File: src/rtl/hwa_fir_sequencer.sv
// ============================================================================
// hwa_fir_sequencer : window sequencer and lane ones-counter for the SC FIR
// Revision: 1.0
// ============================================================================
`default_nettype none

module hwa_fir_sequencer #(
  parameter int N       = 12,
  parameter int LENGTH  = 19,
  parameter int LEN_IDX = 5,
  parameter int LANES   = 4,
  parameter int DP_LAT  = 1
) (
  input  logic                     clock,
  input  logic                     reset_n,
  input  logic                     start,
  input  logic                     stop,
  input  logic                     in_valid,
  output logic                     in_ready,
  input  logic [N:0]               in_data,
  output logic                     dp_start,
  output logic [N:0]               dp_sample,
  output logic [N-1:0]             sel_bits,
  output logic [LEN_IDX-1:0]       idx,
  input  logic [LANES-1:0]         dp_bits,
  output logic [(N+1)*LANES-1:0]   result,
  output logic                     result_valid,
  output logic                     busy
);

  typedef enum logic [2:0] {IDLE, LOAD, RUN, DRAIN, DONE} state_t;

  localparam logic [LEN_IDX-1:0] IDX_LAST   = LEN_IDX'(LENGTH - 1);
  localparam logic [1:0]         DRAIN_LAST = (DP_LAT > 0) ? 2'(DP_LAT - 1) : 2'd0;

  state_t                   state;
  logic                     stop_seen;
  logic [1:0]               drain_cnt;
  logic                     run_d;
  logic                     first_d;
  logic [N:0]               acc      [LANES];
  logic [N:0]               acc_next [LANES];
  logic [(N+1)*LANES-1:0]   acc_flat;

  // Sampling window is the RUN window shifted by the datapath latency.
  generate
    if (DP_LAT == 0) begin : g_lat_zero
      assign run_d   = (state == RUN);
      assign first_d = dp_start;
    end else begin : g_lat_pipe
      logic [DP_LAT-1:0] run_sr;
      logic [DP_LAT-1:0] first_sr;
      always_ff @(posedge clock or negedge reset_n) begin
        if (!reset_n) begin
          run_sr   <= '0;
          first_sr <= '0;
        end else begin
          for (int i = DP_LAT - 1; i > 0; i--) begin
            run_sr[i]   <= run_sr[i-1];
            first_sr[i] <= first_sr[i-1];
          end
          run_sr[0]   <= (state == RUN);
          first_sr[0] <= dp_start;
        end
      end
      assign run_d   = run_sr[DP_LAT-1];
      assign first_d = first_sr[DP_LAT-1];
    end
  endgenerate

  always_comb begin
    acc_flat = '0;
    for (int k = 0; k < LANES; k++) begin
      acc_next[k] = first_d ? {{N{1'b0}}, dp_bits[k]}
                            : acc[k] + {{N{1'b0}}, dp_bits[k]};
      acc_flat[k*(N+1) +: N+1] = acc_next[k];
    end
  end

  always_ff @(posedge clock or negedge reset_n) begin
    if (!reset_n) begin
      state        <= IDLE;
      stop_seen    <= 1'b0;
      drain_cnt    <= '0;
      in_ready     <= 1'b0;
      dp_start     <= 1'b0;
      dp_sample    <= '0;
      sel_bits     <= '0;
      idx          <= '0;
      result       <= '0;
      result_valid <= 1'b0;
      busy         <= 1'b0;
      for (int k = 0; k < LANES; k++) acc[k] <= '0;
    end else begin
      dp_start     <= 1'b0;
      result_valid <= 1'b0;
      if (run_d) begin
        for (int k = 0; k < LANES; k++) acc[k] <= acc_next[k];
      end
      unique case (state)
        IDLE: begin
          if (start) begin
            state    <= LOAD;
            in_ready <= 1'b1;
            busy     <= 1'b1;
          end
        end
        LOAD: begin
          if (in_valid) begin
            state     <= RUN;
            in_ready  <= 1'b0;
            dp_sample <= in_data;
            dp_start  <= 1'b1;
            sel_bits  <= '0;
            idx       <= '0;
            stop_seen <= 1'b0;
          end else if (stop) begin
            state    <= IDLE;
            in_ready <= 1'b0;
            busy     <= 1'b0;
          end
        end
        RUN: begin
          if (stop) stop_seen <= 1'b1;
          if (sel_bits == '1) begin
            sel_bits <= '0;
            idx      <= '0;
            if (DP_LAT == 0) begin
              state        <= DONE;
              result       <= acc_flat;
              result_valid <= 1'b1;
            end else begin
              state     <= DRAIN;
              drain_cnt <= '0;
            end
          end else begin
            sel_bits <= sel_bits + 1'b1;
            idx      <= (idx == IDX_LAST) ? '0 : idx + 1'b1;
          end
        end
        DRAIN: begin
          if (stop) stop_seen <= 1'b1;
          // The last sampled cycle coincides with the final DRAIN cycle.
          if (drain_cnt == DRAIN_LAST) begin
            state        <= DONE;
            result       <= acc_flat;
            result_valid <= 1'b1;
          end else begin
            drain_cnt <= drain_cnt + 1'b1;
          end
        end
        DONE: begin
          if (stop_seen) begin
            state     <= IDLE;
            busy      <= 1'b0;
            stop_seen <= 1'b0;
          end else begin
            state    <= LOAD;
            in_ready <= 1'b1;
          end
        end
        default: state <= IDLE;
      endcase
    end
  end

endmodule

`default_nettype wire

File: config.mk
export PLATFORM = sky130hd
export DESIGN_NAME = hwa_fir_sequencer
export DESIGN_NICKNAME = d
export VERILOG_FILES = /design/src/rtl/hwa_fir_sequencer.sv
export SDC_FILE = /design/constraint.sdc
export NUM_CORES = 1
export LEC_CHECK = 0
export BUFFER_PORTS_ARGS = -buffer_cell sky130_fd_sc_hd__buf_2
export CAP_MARGIN = 10
export CORE_MARGIN = 1
export CORE_UTILIZATION = 50
export DETAILED_ROUTE_END_ITERATION = 8
export GPL_TIMING_DRIVEN = 0
export MAX_ROUTING_LAYER = met4
export PLACE_DENSITY = 0.82
export SLEW_MARGIN = 20
export SYNTH_ARGS = -nofsm -noshare
export SYNTH_HDL_FRONTEND = slang
export SYNTH_SLANG_ARGS = --single-unit
File: constraint.sdc
create_clock -name clock -period 2.3 [get_ports clock]
set_input_delay 0 -clock clock [delete_from_list [all_inputs] [get_ports clock]]
set_output_delay 0 -clock clock [all_outputs]
set_load 0.03 [all_outputs]
### Yosys cells after proc, flatten, opt, wreduce, memory -nomap -nowiden

Cells that the tools add are included.

* $add $sub $neg: 7
* equal/unequal tests: 17
* multiplexer cells: 36
* reduce and logical (&&, ||, !) cells: 15

Operators by type and width (number)
* 13-bit by 1-bit adder with 13-bit output: 4
* 13-bit two-way mux: 4
* 12-bit two-way mux: 2
* 12-bit one-hot mux with 2 select lines: 1
* 2-bit != test (second input constant): 8
* 3-bit two-way mux: 5
* 5-bit two-way mux: 3
* 3-bit one-hot mux with 5 select lines: 1
* 1-bit two-way mux: 13
* 12-bit by 1-bit adder with 12-bit output (second input constant): 1
* 12-bit == test (second input constant): 1
* 5-bit one-hot mux with 2 select lines: 1
* 1-bit one-hot mux with 3 select lines: 3
* 4-bit AND reduction: 2
* 3-bit by 2-bit == test with 1-bit output (second input constant): 2
* 2-bit AND reduction: 3
* 3-bit AND reduction: 2
* 3-bit nonzero test: 2
* 5-bit by 1-bit adder with 5-bit output (second input constant): 1
* 5-bit == test (second input constant): 1
* 5-bit AND reduction: 1
* 2-bit two-way mux: 2
* 2-bit by 1-bit != test with 1-bit output (second input constant): 2
* 2-bit one-hot mux with 2 select lines: 1
* 8 further kinds: 9

* flip-flop bits (word level): 146
* input bits: 22
* output and inout bits: 86
* logic and storage cells: 92

### Longest topological paths before layout

Gate-level depths: netlist of run 1.

* depth after elaboration: 4
* depth in mapped cells: 8
* gate-level depth less buffers: 6

### Least setup slack after synthesis of run 1

OpenSTA, ideal clock, no wires.

* path type: register to register
* from: register acc[13] (netlist name)
* to: register acc[23] (netlist name)
* setup time: 0.138 ns
* arrival: 1.811 ns
* data required time: 2.162 ns
* setup slack: 0.351 ns
* cell stages (with the launch flop): 7
* period minus slack after synthesis: 1.949 ns
* cell sequence: dfrtp_1 > ha_1 > ha_1 > and4_1 > or4b_2 > mux2i_1 > o22ai_1

* word-level cells in the longest chain between the ends: 2

Ends and longest elaborated chain
* from (decl): line 41 `logic [N:0] acc [LANES];`
* 13-bit by 1-bit adder with 13-bit output: line 75 `: acc[k] + {{N{1'b0}}, dp_bits[k]};`
* 13-bit two-way mux: line 74 `acc_next[k] = first_d ? {{N{1'b0}}, dp_bits[k]}`

No other way between the ends.
A chain may end at the register's enable or synchronous reset.

### Worst setup path after layout of run 1

* from: register acc[13] (netlist name)
* to: register result[38]

* word-level cells in the longest chain between the ends: 2

Ends and longest elaborated chain
* 13-bit by 1-bit adder with 13-bit output: line 75
* 13-bit two-way mux: line 74
* to (signal assigned): line 130 `result <= acc_flat;`
* to (signal assigned): line 146 `result <= acc_flat;`
* to (decl): line 26 `output logic [(N+1)*LANES-1:0] result,`

No other way between the ends.

==> results of run 1 <==
==> kinds of logic (layout without fill, tap and decap cells) <==
logic type      after synthesis  count (layout)  synth area share [%]
simple gates                277             277                 17.53
buf+inv                      81             241                 4.724
mux                          43              43                 6.039
xor+xnor                     44              44                 5.330
compound gates              151             151                 13.77
fa+ha+maj                    12              12                 2.076
flops                       146             146                 50.53
==> worst max path at each step <==
stage               cells past startpoint  slack (ns)  startpoint         end
floorplan                               6        0.35     acc[13]     acc[23]
global placement                        1       -0.88     reset_n      idx[0]
detailed placement                      6        0.08      acc[0]     acc[10]
CTS                                     6        0.04      acc[0]     acc[10]
global route                            4        0.02     first_d  result[24]
finish                                  6        0.10     acc[13]  result[38]
==> power by group through the flow <==
stage,registers (uW),logic (uW),clock network (uW)
finish,3340,1500,2730
global route,3390,1670,2840
CTS,3320,1480,2750
detailed placement,3370,1430,0
global placement,3340,1360,0
floorplan,3280,1100,0
==> through the flow <==
step,worst slack (ns),total power (uW),TNS (ns)
2_1_floorplan,0.3507,4374,0
3_3_place_gp,-0.8778,4702,-126.19
3_5_place_dp,0.08301,4793,0
4_1_cts,0.04282,7550,0
5_1_grt,0.01888,7898,0
6_report,0.1043,7575,0
==> layout make-up <==
class / instances / area (um^2)
plain buffers: 40 / 175.2
repair buffers: 128 / 773.2
multi-input cells: 527 / 3251
flip-flops and latches: 146 / 3654
inverters: 41 / 166.4
clock inverters: 13 / 135.1
well taps: 180 / 225.2
clock buffers: 19 / 442.9
fillers: 1110 / 5166
==> layer usage <==
layer	up-vias	wire, um	part of all wire (%)
met3	35	1211	6.7
met4	0	376	2.1
met2	249	8415	46
met5	-	0	0
li1	2940	-	-
met1	3002	8206	45
==> state kept, by name, summed over array words and instances (netlist names) <==
register	cells
drain_cnt	2
result	52
first_d	1
g_lat_pipe.run_sr	1
busy	1
acc	52
idx	5
stop_seen	1
sel_bits	12
dp_start	1
result_valid	1
dp_sample	13
in_ready	1
state	3
==> repair_timing <==
action / in CTS / in global routing
hold endpoints to repair: 169 / 0
endpoints found under the setup margin: 0 / 6
gates resized for setup: 0 / 4
hold buffers: 20 / 0
==> cells in the final DEF, fill, tap and decap left out, types with 3 or more instances in the layout <==
| cell | count |
|---|---|
| buf_2 | 108 |
| a22o_1 | 4 |
| a31oi_1 | 3 |
| nand3_1 | 26 |
| or4_1 | 4 |
| clkinv_2 | 5 |
| nor4_1 | 13 |
| nor2_1 | 51 |
| o31ai_1 | 26 |
| o21ai_0 | 46 |
| ha_1 | 11 |
| nor3_1 | 17 |
| clkbuf_16 | 17 |
| inv_1 | 39 |
| xnor2_1 | 42 |
| nand2_1 | 129 |
| o22ai_1 | 27 |
| clkbuf_1 | 27 |
| nand4_1 | 9 |
| dfrtp_1 | 146 |
| a21oi_1 | 16 |
| buf_1 | 8 |
| nand2b_1 | 6 |
| mux2i_1 | 38 |
| o2bb2ai_1 | 13 |
| mux2_2 | 5 |
| o21a_1 | 3 |
| dlygate4sd3_1 | 20 |
==> worst reg2reg max path, stage by stage, from the launching register on <==
cell and delay (ns):
dfrtp_1 0.36, ha_1 0.22, ha_2 0.24, and4_2 0.28
or4b_2 0.65, xnor2_1 0.21, o21ai_0 0.10
==> impl_metrics.csv, run 1 <==
group,metric,value,unit
timing,clock_skew,0.006095,ns
setup_path,critical_path.max_fanout,5,
logic_synthesis,syn_avg_cell_area,9.590,um^2
routing,post_drt_wl_per_cell,16.64,um
pwr,p_switching,2377,uW
placement,portBuffers,107,
run_status,status,"finished clean",
worst_hold_path,min_path_cells,4,
pwr,clock_power_share,36.0,%
global_route,grt_use_met2,40.34,%
timing,max_freq,0.4554,GHz
logic_synthesis,synth_area,7231,um^2
die,die_w,122.3,um
clock_tree,cts_buffer_depth,2,
placement,dp_cells,1042,
clock_tree,root_buffer,"clkbuf_16",
setup_path,critPathBufInv,0,
pwr,p_per_area,858.6,nW/um^2
clock_tree,cts_buffers,17,
logic_synthesis,yosysWarningCount,0,
clock_tree,post-cts-setup-buffers,0,
pwr,p_comb_share,19.8,%
logic_synthesis,ys_ff_latch,146,
setup_path,required,2.58,ns
timing,setup_viol,0,
pwr,leakage,0.003949,uW
logic_synthesis,ys.flop_type,"dfrtp_1",
setup_path,path_class,"reg -> reg",
layout,fin_util,63.07,%
setup_path,reg2regPathDepth,6,
global_route,grt_pass1_vias,5921,
layout,syn_to_final_growth,22.01,%
clock_tree,cts_tree,"yes",
layout,stdcell_count,1094,
clock_tree,cts.sinks,146,
setup_path,r2r_start,"acc[13]",
clock_tree,ctsHtreeMaxLevel,4,
pwr,worst_ir_drop_vdd,551.9,uV
setup_path,cp_cell_sequence,"ha_1, ha_2, and4_2, or4b_2, xnor2_1, o21ai_0",
global_route,grt_pass1_wl,29370,um
routing,vias_per_cell,5.691,
placement,place_congestion,0.8446,
timing,slew_headroom,51.62,%
die,chipHeight,122.3,um
layout,final_nets,935,
pwr,p_int,5198,uW
logic_synthesis,syn-num-nets,788,
logic_synthesis,yosys-top-cells-count,"146 x dfrtp_1, 129 x nand2_1, 51 x nor2_1",
die,rows,43,
routing,wl,18210,um
timing,final.min_clock_period,2.196,ns
global_route,globalRouteMet3Util,5.762,%
timing,period_share,95.46,%
setup_path,cp_slowest_cell,"or4b_2",
setup_path,rrSetupSlack,0.10,ns
logic_synthesis,synthCells,754,
clock_tree,worstSkewPairLatency,0.43,ns
pwr,pwr-share-seq,44.1,%
setup_path,cp-start-kind,"flop",
routing,drcViolationCount,0,
run,max_cap_viol_count,0,
placement,hpwl,12200,um
setup_path,arrival,2.48,ns
layout,final_area,8822,um^2
routing,firstDrtPassIters,5,
setup_path,endpoint_kind,"flop",
layout,drive_above_1_share,17.72,%
setup_path,reg2reg_to,"result[38]",
setup_path,slowest_delay,0.65,ns
global_route,overflow,0,
logic_synthesis,synth.top_cell.area_share,50.53,%
global_route,grt_start_max_net_pins,92,
logic_synthesis,yosysSeqAreaShare,50.53,%
pwr,switching_share,31.38,%
setup_path,critPathTopFamily,"simple AND/OR/NAND/NOR gates",
layout,diodes,0,
logic_synthesis,ys_top_cells_by_area,"dfrtp_1 51%, nand2_1 6.7%, mux2i_1 5.3%",
timing,tightest_slew,0.7258,ns
routing,drt_iter0_markers,490,
logic_synthesis,yosys.cell_count.top_type,"dfrtp_1",
logic_synthesis,async_reset_ff_share,100.0,%
die,dieArea,14950,um^2
timing,whs,0.03463,ns
clock_tree,clkSlewWorstSetupHoldPaths,0.06,ns
routing,antenna_left,0,
logic_synthesis,synth_edf_count,0,
global_route,met1_usage,34.37,%
global_route,grt.total_usage,26.41,%
global_route,grt.busiest_layer,"met2",
die,ioPinCount,108,
worst_hold_path,min_to,"stop_seen",
worst_hold_path,min-delay-start,"in_valid",
global_route,antenna_found_initial,0,
logic_synthesis,synth_top_area_cell,"dfrtp_1",
placement,placed_area,8029,um^2
worst_hold_path,hold_class,"in -> reg",
timing,timing.final.hold_violations,0,
die,initial_utilization,51.69,%
die,core,13990,um^2
routing,vias,6226,
timing,rsz0062_at_grt,"false",
logic_synthesis,synth_cell_types,55,
timing,slew_viol_final,0,
Note: power is estimated with default switching activity, not from simulation.
==> run 2: changes to the inputs <==
==> constraint.sdc (replaced) <==
create_clock -name clock -period 2.3 [get_ports clock]
set_input_delay 0.345 -clock clock [delete_from_list [all_inputs] [get_ports clock]]
set_output_delay 0.345 -clock clock [all_outputs]
set_load 0.03 [all_outputs]
==> run 2 against run 1 <==
Sequential power about the same. Highest routed layer unchanged. Register-to-register slack about the same. Routed wire length down 2.0%. Non-clock buffer count down 19. Critical path type unchanged. Largest power group unchanged. Critical endpoint is now acc[42].
==> impl_metrics.csv, run 2 (synthesized netlist as in run 1, its figures left out) <==
group,metric,value,unit
run_status,status,"finished clean",
timing,rsz0062_at_grt,"false",
clock_tree,cts.sinks,146,
setup_path,cp_slowest_cell,"clkbuf_1",
timing,whs,0.09954,ns
layout,largestRegisters,"acc: 52 flops, result: 52 flops, dp_sample: 13 flops",
clock_tree,clkSlewWorstSetupHoldPaths,0.06,ns
timing,tightest_slew,0.7269,ns
timing,slew_headroom,51.54,%
clock_tree,root_buffer,"clkbuf_16",
setup_path,arrival,2.48,ns
layout,final_common_cell,"dfrtp_1",
global_route,grt_pass1_wl,28740,um
layout,drive_above_1_share,18.10,%
timing,final.min_clock_period,2.209,ns
setup_path,cp_cell_sequence,"clkbuf_1, clkbuf_1, clkbuf_1, o22ai_1",
pwr,worst_ir_drop_vdd,548.8,uV
setup_path,endpoint_kind,"flop",
timing,period_share,96.06,%
layout,syn_to_final_growth,19.42,%
global_route,grt.total_usage,25.88,%
die,core,13990,um^2
timing,setup_viol,0,
timing,max_freq,0.4526,GHz
clock_tree,worstSkewPairLatency,0.43,ns
die,chipHeight,122.3,um
layout,final_nets,916,
setup_path,cp-start-kind,"flop",
routing,antenna_left,0,
pwr,p_per_area,874.0,nW/um^2
routing,post_drt_wl_per_cell,16.59,um
pwr,leakage,0.003869,uW
global_route,grt_start_max_net_pins,92,
setup_path,critical_path.max_fanout,10,
clock_tree,ctsHtreeMaxLevel,4,
pwr,fin_total_pwr,7547,uW
layout,stdcell_count,1076,
die,rows,43,
timing,clock_skew,0.005297,ns
routing,wl,17850,um
placement,place_congestion,0.8446,
setup_path,required,2.57,ns
setup_path,cp_common_cell,"clkbuf_1",
timing,timing.final.hold_violations,0,
clock_tree,cts_tree,"yes",
routing,drt_iter0_markers,468,
global_route,grt_pass1_vias,5796,
routing,vias_per_cell,5.707,
placement,dp_cells,1042,
placement,portBuffers,107,
clock_tree,cts_buffers,17,
worst_hold_path,hold_class,"in -> reg",
placement,hpwl,12200,um
setup_path,path_class,"reg -> reg",
global_route,antenna_found_initial,1,
global_route,overflow,0,
clock_tree,post-cts-setup-buffers,0,
routing,vias,6141,
run,max_cap_viol_count,0,
die,die_w,122.3,um
die,ioPinCount,108,
setup_path,slowest_delay,0.57,ns
layout,final_cell_mix,"146 x dfrtp_1, 129 x nand2_1, 108 x buf_2",
timing,slew_viol_final,0,
die,dieArea,14950,um^2
routing,drcViolationCount,0,
clock_tree,cts_buffer_depth,2,
die,initial_utilization,51.69,%
routing,firstDrtPassIters,5,
## run 2: layer usage
metal  up-vias  share of wire (%)  GRT usage, %
li1       2912                  -             -
met1      2967                 46         33.85
met2       227                 45         38.94
met3        35                6.5         5.762
met4         0                2.2         10.67
met5         -                  0             -
## run 2: path summary, 6_finish.rpt
kind | end | depth (start not counted) | slack, ns | start
max in group asynchronous | sel_bits[5] | 3 | 1.09 | reset_n
min in group asynchronous | result[45] | 2 | 0.42 | reset_n
min | dp_sample[7] | 3 | 0.1 | in_data[7]
max | acc[42] | 4 | 0.09 | first_d
max reg2reg | acc[42] | 4 | 0.09 | first_d
min reg2reg | first_d | 0 | 0.37 | dp_start
## run 2: power by group
part	internal [uW]	switching (uW)	leakage [uW]	total, uW
clock	1620	1110	0.000283	2730
combinational	647	823	0.00199	1470
sequential	2910	434	0.00160	3340
total	5180	2370	0.00387	7550
## run 2: repair_timing
item,4_1_cts,5_1_grt
setup endpoints to repair,0,6
endpoints found under the hold margin,55,0
gates resized for setup,0,4
hold buffers,1,0
## run 2: area by class of cell
cell class | count | area, um^2
fillers | 1156 | 5354
flip-flops and latches | 146 | 3654
multi-input cells | 527 | 3251
repair buffers | 109 | 583.1
clock buffers | 19 | 442.9
well taps | 180 | 225.2
plain buffers | 40 | 175.2
inverters | 41 | 166.4
clock inverters | 13 | 135.1
diodes | 1 | 2.502
## run 2: worst max-delay path, delay by kind of cell (launching register included)
family	cells	cell delay [ns]
compound gates	1	0.18
buf+inv	3	1.53
flops	1	0.33
## run 2: per-stage QoR
stage	setup TNS (ns)	util (%)	setup WS (ns)	cell area [um^2]
global placement	-176.56	57.13	-1.223	7991
global route	0	61.73	0.01896	8635
floorplan	0	-	0.3393	7231
finish	0	61.73	0.09072	8635
detailed placement	-0.02921	57.40	-0.02921	8029
CTS	0	61.60	0.04282	8617
==> run 3: changes to the inputs <==
--- a/config.mk
+++ b/config.mk
@@ -7,7 +7,7 @@
 export LEC_CHECK = 0
 export BUFFER_PORTS_ARGS = -buffer_cell sky130_fd_sc_hd__buf_2
 export CAP_MARGIN = 10
-export CORE_MARGIN = 1
+export CORE_MARGIN = 8
 export CORE_UTILIZATION = 50
 export DETAILED_ROUTE_END_ITERATION = 8
 export GPL_TIMING_DRIVEN = 0
==> run 3 against run 2 <==
Cell count grew 0.37%. Worst setup slack improved by 0.0038 ns. Combinational power barely moved. Die area rose by 24%. Critical endpoint is now acc[25]. Largest power group unchanged. Highest routed layer unchanged.
==> impl_metrics.csv, run 3 (synthesized netlist as in run 1, its figures left out) <==
group,metric,value,unit
routing,antenna_left,0,
global_route,grt.total_usage,22.05,%
timing,timing.final.hold_violations,0,
routing,firstDrtPassIters,5,
placement,place_congestion,0.8668,
routing,drcViolationCount,0,
layout,final_nets,916,
pwr,worst_ir_drop_vdd,599.6,uV
layout,syn_to_final_growth,19.93,%
clock_tree,root_buffer,"clkbuf_16",
timing,tightest_slew,0.7208,ns
layout,largestRegisters,"acc: 52 flops, result: 52 flops, dp_sample: 13 flops",
setup_path,cp-start-kind,"flop",
clock_tree,cts_buffer_depth,2,
die,dieArea,18570,um^2
setup_path,endpoint_kind,"flop",
die,ioPinCount,108,
run,max_cap_viol_count,0,
global_route,grt_pass1_wl,31270,um
die,initial_utilization,50.52,%
setup_path,critical_path.max_fanout,5,
die,chipHeight,136.3,um
timing,final.min_clock_period,2.205,ns
pwr,p_per_area,888.5,nW/um^2
die,die_w,136.3,um
routing,post_drt_wl_per_cell,17.71,um
placement,portBuffers,107,
global_route,antenna_found_initial,1,
routing,drt_iter0_markers,527,
layout,final_cell_mix,"146 x dfrtp_1, 129 x nand2_1, 108 x buf_2",
layout,drive_above_1_share,17.88,%
setup_path,path_class,"reg -> reg",
setup_path,required,2.58,ns
pwr,fin_total_pwr,7705,uW
pwr,leakage,0.003884,uW
global_route,grt_pass1_vias,6215,
global_route,overflow,0,
layout,fin_util,60.59,%
die,rows,44,
layout,stdcell_count,1080,
run_status,status,"finished clean",
worst_hold_path,hold_class,"in -> reg",
clock_tree,post-cts-setup-buffers,0,
clock_tree,clkSlewWorstSetupHoldPaths,0.06,ns
clock_tree,worstSkewPairLatency,0.43,ns
routing,vias,6183,
timing,whs,0.1026,ns
timing,period_share,95.89,%
timing,clock_skew,0.008674,ns
setup_path,arrival,2.49,ns
global_route,grt_start_max_net_pins,96,
clock_tree,cts_tree,"yes",
clock_tree,cts_buffers,17,
timing,max_freq,0.4534,GHz
placement,dp_cells,1046,
layout,final_common_cell,"dfrtp_1",
clock_tree,cts.sinks,146,
timing,slew_headroom,51.95,%
routing,vias_per_cell,5.725,
timing,slew_viol_final,0,
die,core,14310,um^2
timing,rsz0062_at_grt,"false",
timing,setup_viol,0,
placement,hpwl,13090,um
clock_tree,ctsHtreeMaxLevel,4,
routing,wl,19130,um
-- run 3: changes by cell type in the layout (fill, tap and decap cells not counted), sizes merged --
cell      previous run  this run
clkinvlp             2         1
clkinv               9         7
clkbuf              45        47
bufinv               2         3
-- run 3: critical path, cell delays in order, from the launching register on --
cell	delay, ns
dfrtp_1	0.36
ha_1	0.21
ha_2	0.25
and4_1	0.26
or4b_2	0.67
mux2i_1	0.20
o22ai_1	0.11
-- run 3: through the flow --
step	setup WS, ns	cell area [um^2]	setup TNS [ns]
after floorplan	0.3393	7231	0
after global placement	-1.249	7996	-180.65
after detailed placement	-0.05027	8034	-0.06489
after CTS	0.04021	8656	0
after global routing	0.002326	8672	0
final	0.09455	8672	0
-- run 3: power by group --
group          switching [uW]  internal, uW  total [uW]
combinational             837           650        1490
sequential                430          2910        3340
clock                    1110          1770        2880
total                    2380          5330        7700
-- run 3: routing by layer --
metal / part of all wire, % / global-route usage (%)
met5: 0 / -
met4: 2.6 / 10.37
met3: 8.3 / 6.319
met2: 46 / 32.79
met1: 43 / 27.27
-- run 3: final timing paths --
check / slack, ns / to / from / cells past startpoint
hold / removal: 0.10 / dp_sample[8] / in_data[8] / 3
min in group asynchronous: 0.52 / acc[7] / reset_n / 2
setup / recovery: 0.09 / acc[25] / acc[13] / 6
hold reg to reg: 0.37 / first_d / dp_start / 0
setup reg to reg: 0.09 / acc[25] / acc[13] / 6
max in group asynchronous: 1.07 / busy / reset_n / 3
-- run 3: timing repair --
action	4_1_cts	5_1_grt
hold buffers	1	0
setup endpoints to repair	0	8
hold endpoints to repair	94	0
gates resized for setup	0	3
-- run 3: area by class of cell --
cell class | instances | area [um^2]
diodes | 1 | 2.502
flip-flops and latches | 146 | 3654
plain buffers | 40 | 175.2
clock inverters | 11 | 151.4
fillers | 1184 | 5642
well taps | 184 | 230.2
clock buffers | 21 | 460.4
repair buffers | 109 | 583.1
multi-input cells | 527 | 3249
inverters | 41 | 166.4
